## config.mk

```make
export PLATFORM = sky130hd
export DESIGN_NAME = c2h_packet_framer
export DESIGN_NICKNAME = d
export VERILOG_FILES = /design/src/rtl/c2h_packet_framer.sv
export SDC_FILE = /design/constraint.sdc
export NUM_CORES = 1
export LEC_CHECK = 0
export BUFFER_PORTS_ARGS = -buffer_cell sky130_fd_sc_hd__clkbuf_2
export CAP_MARGIN = 20
export CORE_MARGIN = 2
export CORE_UTILIZATION = 30
export CTS_BUF_LIST = sky130_fd_sc_hd__clkbuf_2
export DETAILED_ROUTE_END_ITERATION = 8
export GPL_ROUTABILITY_DRIVEN = 0
export REMOVE_ABC_BUFFERS = 1
export SYNTH_ARGS = -nofsm -noshare
export SYNTH_HDL_FRONTEND = slang
export SYNTH_SLANG_ARGS = --single-unit
```

## constraint.sdc

```tcl
create_clock -name user_clk -period 1.8 [get_ports user_clk]
set_clock_uncertainty 0.05 [all_clocks]
set_input_delay 0.36 -clock user_clk [delete_from_list [all_inputs] [get_ports user_clk]]
set_output_delay 0.36 -clock user_clk [all_outputs]
set_load 0.005 [all_outputs]
```

## src/rtl/c2h_packet_framer.sv

```systemverilog
// Frames ADC FIFO payload into fixed-length XDMA C2H packets with its own tlast.
// Define C2H_FRAMER_HEADER_EN to prepend the {MAGIC,pkt_count} / {timestamp,length} header.
module c2h_packet_framer #(
    parameter int          DATA_WIDTH = 64,
    parameter int          KEEP_WIDTH = DATA_WIDTH / 8,
    parameter int          PKT_WORDS  = 2048,
    parameter logic [31:0] MAGIC      = 32'h4010_A5A5
) (
    input  logic                  user_clk,
    input  logic                  user_rstn,
    input  logic                  dma_ena,
    input  logic                  fifo_prog_full,
    input  logic [DATA_WIDTH-1:0] s_axis_tdata,
    input  logic                  s_axis_tvalid,
    output logic                  s_axis_tready,
    input  logic                  s_axis_tlast,
    output logic [DATA_WIDTH-1:0] m_axis_tdata,
    output logic [KEEP_WIDTH-1:0] m_axis_tkeep,
    output logic                  m_axis_tvalid,
    input  logic                  m_axis_tready,
    output logic                  m_axis_tlast,
    output logic [31:0]           pkt_count,
    output logic                  tlast_err,
    output logic                  busy
);

    localparam int            CW       = $clog2(PKT_WORDS);
    localparam logic [CW-1:0] LAST_IDX = CW'(PKT_WORDS - 1);

    if (DATA_WIDTH != 64 || KEEP_WIDTH != DATA_WIDTH / 8 ||
        PKT_WORDS < 2 || PKT_WORDS > 65536) begin : g_bad_cfg
        $error("c2h_packet_framer: unsupported parameter set");
    end

    typedef enum logic [2:0] {
        IDLE      = 3'd0,
        WAIT_FILL = 3'd1,
        HDR0      = 3'd2,
        HDR1      = 3'd3,
        DATA      = 3'd4
    } state_t;

    state_t          state;
    logic [CW-1:0]   word_cnt;
    logic            in_data;
    logic            last_word;
    logic            data_hs;

`ifdef C2H_FRAMER_HEADER_EN
    logic [31:0]           ts_cnt;
    logic [31:0]           ts_r;
    logic [DATA_WIDTH-1:0] hdr_data;
    logic                  hdr_valid;
`endif

    // Both sides are AXI4-Stream: a beat transfers on a rising edge where valid and
    // ready are both high; valid never waits on ready, and a raised valid holds its
    // data until it transfers. In DATA the source is passed straight through, so
    // s_axis_tready follows m_axis_tready combinationally.
    assign in_data       = (state == DATA);
    assign last_word     = (word_cnt == LAST_IDX);
    assign data_hs       = in_data && s_axis_tvalid && m_axis_tready;
    assign s_axis_tready = in_data && m_axis_tready;
    assign m_axis_tlast  = in_data && last_word;
    assign m_axis_tkeep  = '1;
    assign busy          = (state != IDLE);

`ifdef C2H_FRAMER_HEADER_EN
    assign m_axis_tvalid = in_data ? s_axis_tvalid : hdr_valid;
    assign m_axis_tdata  = in_data ? s_axis_tdata  : hdr_data;
`else
    assign m_axis_tvalid = in_data && s_axis_tvalid;
    assign m_axis_tdata  = in_data ? s_axis_tdata : '0;
`endif

    always_ff @(posedge user_clk or negedge user_rstn) begin
        if (!user_rstn) begin
            state     <= IDLE;
            word_cnt  <= '0;
            pkt_count <= '0;
            tlast_err <= 1'b0;
`ifdef C2H_FRAMER_HEADER_EN
            ts_cnt    <= '0;
            ts_r      <= '0;
            hdr_data  <= '0;
            hdr_valid <= 1'b0;
`endif
        end else begin
`ifdef C2H_FRAMER_HEADER_EN
            ts_cnt <= ts_cnt + 32'd1;
`endif
            case (state)
                IDLE: begin
                    word_cnt <= '0;
                    if (!dma_ena) begin
                        tlast_err <= 1'b0;
                        pkt_count <= '0;
                    end else begin
                        state <= WAIT_FILL;
                    end
                end
                WAIT_FILL: begin
                    if (!dma_ena) begin
                        state <= IDLE;
                    end else if (fifo_prog_full) begin
`ifdef C2H_FRAMER_HEADER_EN
                        state     <= HDR0;
                        ts_r      <= ts_cnt;
                        hdr_data  <= {MAGIC, pkt_count};
                        hdr_valid <= 1'b1;
`else
                        state <= DATA;
`endif
                    end
                end
`ifdef C2H_FRAMER_HEADER_EN
                HDR0: begin
                    if (m_axis_tready) begin
                        state    <= HDR1;
                        hdr_data <= {ts_r, 32'(PKT_WORDS)};
                    end
                end
                HDR1: begin
                    if (m_axis_tready) begin
                        state     <= DATA;
                        hdr_data  <= '0;
                        hdr_valid <= 1'b0;
                    end
                end
`endif
                DATA: begin
                    if (data_hs) begin
                        // The producer's tlast is only compared, never obeyed.
                        if (s_axis_tlast != last_word) tlast_err <= 1'b1;
                        if (last_word) begin
                            word_cnt  <= '0;
                            pkt_count <= pkt_count + 32'd1;
                            state     <= dma_ena ? WAIT_FILL : IDLE;
                        end else begin
                            word_cnt <= word_cnt + CW'(1);
                        end
                    end
                end
                default: state <= IDLE;
            endcase
        end
    end

endmodule

```

==> results of run 1 <==
power groups by stage:
stage	Combinational, mW	Clock [mW]	Sequential [mW]
after floorplan	0.251	0	1.10
after global placement	0.701	0	1.08
after detailed placement	0.710	0	1.08
after CTS	0.898	0.445	1.06
after global routing	1.35	0.475	1.06
final	1.28	0.435	1.06
worst min-delay path, stage by stage:
cell      delay [ns]
clkbuf_2        0.09
nand2_1         0.06
o31ai_1         0.06
repair_timing:
| item | in CTS | in global routing |
|---|---|---|
| setup buffers | 11 | 10 |
| hold buffers | 1 | 0 |
| gates cloned | 6 | 4 |
| resized for setup | 29 | 155 |
| hold endpoints to repair | 46 | 0 |
| pin swaps | 14 | 65 |
| endpoints found under the setup margin | 94 | 102 |
cell families after synthesis:
group,share of synthesized area [%]
AND/OR/NAND/NOR,34.5
AO/OA/AOI/OAI,12.1
flip-flops,37.5
buffers and inverters,5.66
XOR/XNOR,8.27
multiplexers,1.10
adder cells (fa/ha/maj),0.815
other,0.122
area by class of cell:
class	instances	area (um2)
sequential	46	1150
fill	885	4260
clock inverter	2	10.0
tap	133	166
inverter	4	15.0
multi-input combinational	284	2110
timing repair buffer	260	2130
clock buffer	5	25.0
layout by cell type (no fill, tap or decap), types with 3 or more instances in the layout:
cell type,Yosys,final
a21oi_1,8,8
a22o_1,5,5
and2_1,69,14
and2_4,0,55
and3_1,6,6
and4_1,3,3
buf_12,0,7
buf_16,0,4
buf_2,7,7
buf_4,8,61
buf_6,0,59
buf_8,0,3
clkbuf_16,0,4
clkbuf_2,0,119
conb_1,1,8
dfrtp_1,46,46
inv_1,4,4
nand2_1,17,15
nand3_1,14,12
nand4_1,11,11
nor2_1,42,41
nor3_1,8,7
o2111ai_1,12,5
o2111ai_2,0,4
o2111ai_4,0,3
o211ai_1,10,10
o21ai_0,11,8
xor2_1,27,26
state kept, by name, summed over array words and instances, names as in the netlist:
register and flops:
word_cnt 11, state 2, pkt_count 32, tlast_err 1
metrics by stage:
stage | worst slack, ns | setup TNS (ns) | hold slack [ns] | cells
2_1_floorplan | -1.06 | -87.48 | 0.0144 | 334
3_3_place_gp | 0.0180 | 0 | 0.323 | 696
3_5_place_dp | -0.0615 | -0.505 | 0.320 | 696
4_1_cts | -0.342 | -22.09 | 0.0936 | 721
5_1_grt | -0.393 | -33.26 | 0.0970 | 734
6_report | -0.329 | -24.17 | 0.105 | 734
how the worst max path moves through the flow:
stage	from	slack, ns	cells past startpoint	to
floorplan	state[2]	-1.06	5	pkt_count[26]
global placement	word_cnt[0]	0.02	5	m_axis_tlast
detailed placement	word_cnt[0]	-0.06	7	pkt_count[25]
CTS	word_cnt[1]	-0.34	5	m_axis_tlast
global route	word_cnt[1]	-0.39	5	m_axis_tlast
finish	word_cnt[1]	-0.33	5	m_axis_tlast
routing by layer:
metal,share of wire (%),vias up,GRT usage [%]
li1,-,1719,-
met1,46,1785,27.0
met2,50,96,30.0
met3,3.4,8,2.74
met4,0.58,0,3.52
met5,0,-,0
==> out/metrics.yaml, run 1 <==
final_layout:
  final_area_um2: 5610
  postLayoutCoreUtil_pct: 56.8
  nets: 674
  diodes: 0
  final_layout_size_suffix_gt1_share_pct: 58.7
  area_growth_syn_to_layout_pct: 82.5
critical_path:
  crit-reg2reg-launch: "state[0]"
  crit_buf_inv: 1
  cpMaxStageDelayCell: "dfrtp_1"
  worst_setup_path_start_kind: "flip-flop"
  critical_path.endpoint_type: "primary output"
  timing.critical_path.max_delay_family: "simple AND/OR/NAND/NOR gates"
  rr_worst_depth: 8
  regToRegSetupSlack_ns: -0.24
  worstReg2RegEnd: "pkt_count[30]"
  criticalPathCategory: "flip-flop to primary output"
  cp_slowest_stage_delay_ns: 0.42
  arrival_time_at_the_worst_endpoint_ns: 1.72
  cell_by_cell_trace_of_the_critical_path: "ha_2 > nand2_4 > or3_4 > nor2_4 > clkbuf_2"
  critical_path_peak_fanout: 2
  worstPathRequired_ns: 1.39
floorplanning:
  chipWidth_um: 105
  floorplan.die_area_um2: 11100
  floorplan.rows: 36
  floorplan.initialDensity_pct: 31.1
  die_height_um: 105
  placeableCoreArea_um2: 9860
  pin_count: 180
status:
  run_status: "complete, but fails checks"
  failed_checks: "setup timing"
clocking:
  clock_latency_at_the_later_pin_of_the_worst_skew_pair_ns: 0.43
  cts-root-to-sink-buffers: 2
  root_buffer: "clkbuf_2"
  cts.htree.levels: 2
  cts.clk_slew.worst_paths_ns: 0.23
  clock_sinks: 46
  cts_tree: "built"
  numCtsBuffers: 5
min_path:
  hold_path.startpoint: "fifo_prog_full"
  min_delay_worst_endpoint: "state[2]"
  min-delay-path-class: "input pin to flip-flop"
  timing.hold.worst_path_depth: 3
drt:
  drt_first_iter_violations: 169
  route.detailed.drc: 0
  detail-route-antenna-nets: 0
  routedWlPerCell_um: 15.9
  num_vias: 3608
  routed_via_density: 4.92
  drt-total-wl_um: 11700
  dr.pass1.iters: 4
pwr:
  power_frac_seq_pct: 38.2
  cellPowerDensity_nw_per_um2: 494
  ir_drop_mv: 0.335
  intPower_mw: 1.89
  power.switching_fraction_pct: 31.9
  clkPwrFrac_pct: 15.7
  p_switching_mw: 0.883
  total_leakage_power_nw: 2.83
  p_comb_share_pct: 46.1
  power_mw: 2.77
sta:
  timing.final.ws_setup_ns: -0.329
  timing.slew.headroom_pct: 64.2
  finalHoldViolations: 0
  tightestPinTransition_ns: 0.537
  finalCritPeriodShare_pct: 118
  rsz0062_at_grt: "yes"
  clock.fmax_mhz: 470
  finalWorstPathRequiredPeriod_ns: 2.13
  report.final.setup_viol: 100
  maxSlewViolCount: 0
synth:
  yosysMostFrequentCell: "and2_1"
  synthTopCellsByArea: "dfrtp_1 37%, and2_1 14%, xor2_1 7.7%, nor2_1 5.1%, o2111ai_1 3.4%"
  synth_top_flop_cell: "dfrtp_1"
  synth.largest_area_cell: "dfrtp_1"
  yosys_register_bits: 46
  postSynthAreaPerCell_um2: 8.56
  synth-edff-count: 0
  synth-seq-area-share_pct: 37.5
  netlist.area_leader.share_pct: 37.5
  async_reset_ff_share_pct: 100
  ys.warnings.count: 0
  number_of_unique_standard_cell_types_used_by_synthesis: 41
  number_of_instances_in_the_synthesized_netlist: 359
  synth_area_um2: 3070
  synth.top_cells.by_count: "69 x and2_1, 46 x dfrtp_1, 42 x nor2_1, 27 x xor2_1, 17 x nand2_1"
global_routing:
  grt_first_pass_wirelength_um: 17200
  grt_pass1_vias: 3431
  grt_start_max_net_pins: 47
  globalRouteTotalUtil_pct: 18.8
  globalRouteOverflowTotal: 0
  grt_antenna_before_repair: 0
place:
  placed_area_um2: 4440
  dp_hpwl_um: 7450
  placement.io_buffers: 171
flow_run:
  max-cap-violations: 0
Note: power is estimated with default switching activity, not from simulation.
==> run 2, diff against run 1 <==
- CORE_ASPECT_RATIO: default -> 0.8
==> out/metrics.yaml, run 2 (same netlist as run 1, synthesis figures left out) <==
sta:
  finalWorstPathRequiredPeriod_ns: 2.22
  finalCritPeriodShare_pct: 123
  rsz0062_at_grt: "yes"
  maxSlewViolCount: 0
  timing.final.ws_setup_ns: -0.417
  fin_hold_ws_ns: 0.119
  clock.fmax_mhz: 451
  report.final.setup_viol: 100
  finalHoldViolations: 0
critical_path:
  critical_path.startpoint: "state[0]"
  arrival_time_at_the_worst_endpoint_ns: 1.81
  rr_worst_depth: 8
  worstPathRequired_ns: 1.39
  criticalPathCategory: "flip-flop to primary output"
  worst_setup_path_start_kind: "flip-flop"
  crit_end: "m_axis_tdata[37]"
  crit-reg2reg-launch: "word_cnt[1]"
  worstReg2RegEnd: "pkt_count[30]"
  critical_path.endpoint_type: "primary output"
  regToRegSetupSlack_ns: -0.18
  critical_path_peak_fanout: 7
flow_run:
  max-cap-violations: 0
min_path:
  min-delay-path-class: "input pin to flip-flop"
  timing.hold.worst_path_depth: 3
global_routing:
  globalRouteOverflowTotal: 0
  grt_pass1_vias: 3333
  globalRouteTotalUtil_pct: 19.2
  grt_antenna_before_repair: 0
  grt_first_pass_wirelength_um: 16800
  grt_start_max_net_pins: 47
final_layout:
  layout_common_cells: "117 x clkbuf_2, 74 x buf_6, 67 x and2_4, 67 x buf_4, 46 x dfrtp_1"
  final_layout_size_suffix_gt1_share_pct: 61.0
  finalNonFillerCells: 753
  layout.cells.most_common: "clkbuf_2"
  top_register: "pkt_count"
  final_area_um2: 5710
  number_of_inserted_filler_cells_in_the_final_layout: 893
  area_growth_syn_to_layout_pct: 85.9
  diodes: 0
  nets: 685
  reg.largest.list: "pkt_count (32), word_cnt (11), state (2)"
  largest_register_ff_count: 32
floorplanning:
  die_height_um: 94.5
  floorplan.rows: 33
  chipWidth_um: 117
  pin_count: 180
  floorplan.initialDensity_pct: 30.4
  placeableCoreArea_um2: 10100
  floorplan.die_area_um2: 11100
drt:
  drt-total-wl_um: 11500
  drt_first_iter_violations: 152
  dr.pass1.iters: 4
  routed_via_density: 4.79
  num_vias: 3609
  route.detailed.drc: 0
  detail-route-antenna-nets: 0
  routedWlPerCell_um: 15.3
clocking:
  clock_latency_at_the_later_pin_of_the_worst_skew_pair_ns: 0.46
  clock_sinks: 46
  cts_tree: "built"
  root_buffer: "clkbuf_2"
  cts.clk_slew.worst_paths_ns: 0.23
  cts.htree.levels: 2
  numCtsBuffers: 5
  cts-root-to-sink-buffers: 2
place:
  placement.setup.worst_slack_ns: -0.0699
  place.detailed.instances: 708
  dp_hpwl_um: 7320
  placement.io_buffers: 171
  placed_area_um2: 4460
status:
  run_status: "complete, but fails checks"
  failed_checks: "setup timing"
pwr:
  cellPowerDensity_nw_per_um2: 501
  ir_drop_mv: 0.243
  total_leakage_power_nw: 2.88
==> run 2: cell types whose count changed in the layout (fill, tap and decap cells not counted), sizes merged <==
cell and delta:
buf +16, clkbuf -5, clkinv -2, clkinvlp +2, inv +1
==> run 2: worst max-delay path, stage by stage, from the launching register on <==
cell and delay [ns]:
dfrtp_1 0.48, buf_6 0.14, nor2b_4 0.14, buf_6 0.15, buf_12 0.12, buf_16 0.11, and2_4 0.14, buf_6 0.09
==> run 2: worst min path at each step <==
stage | from | endpoint | slack, ns
3_5_place_dp | user_rstn | pkt_count[12] | 0.32
2_1_floorplan | user_rstn | pkt_count[0] | 0.01
5_1_grt | dma_ena | state[0] | 0.1
3_3_place_gp | user_rstn | pkt_count[12] | 0.32
6_report | fifo_prog_full | state[2] | 0.12
4_1_cts | fifo_prog_full | state[2] | 0.09
==> run 2: metrics by stage <==
step                      total power, mW  setup TNS (ns)  util, %
after floorplan                      1.35          -87.48        -
after global placement               1.74          -0.731     44.1
after detailed placement             1.74          -0.899     44.1
after CTS                            2.65          -28.14     50.5
after global routing                 3.01          -34.72     56.5
final                                2.86          -25.77     56.5
==> run 2: area by class of cell <==
cell class              instances  area, um2  area share (%)
clock buffers                   5       25.0           0.438
clock inverters                 3       23.8           0.416
inverters                       4       15.0           0.263
multi-input cells             284       2070            36.2
flip-flops and latches         46       1150            20.2
well taps                     140        175            3.07
repair buffers                271       2250            39.4
==> run 2: routing by layer <==
layer | track usage (%) | share of wire (%) | vias up
li1 | - | - | 1745
met1 | 28.7 | 46 | 1751
met2 | 29.7 | 48 | 96
met3 | 2.82 | 4.0 | 17
met4 | 3.24 | 1.6 | 0
met5 | 0 | 0 | -
==> run 2: timing repair <==
action,4_1_cts,5_1_grt
pin swaps,38,54
endpoints found under the hold margin,46,0
setup buffers,19,13
hold buffers,1,0
gates resized for setup,79,141
setup endpoints to repair,100,105
cloned,9,1
==> run 2: power by group <==
part           total [mW]  internal [mW]  switching, mW
registers            1.06           1.05         0.0130
logic                1.32          0.794          0.525
clock network       0.480         0.0994          0.381
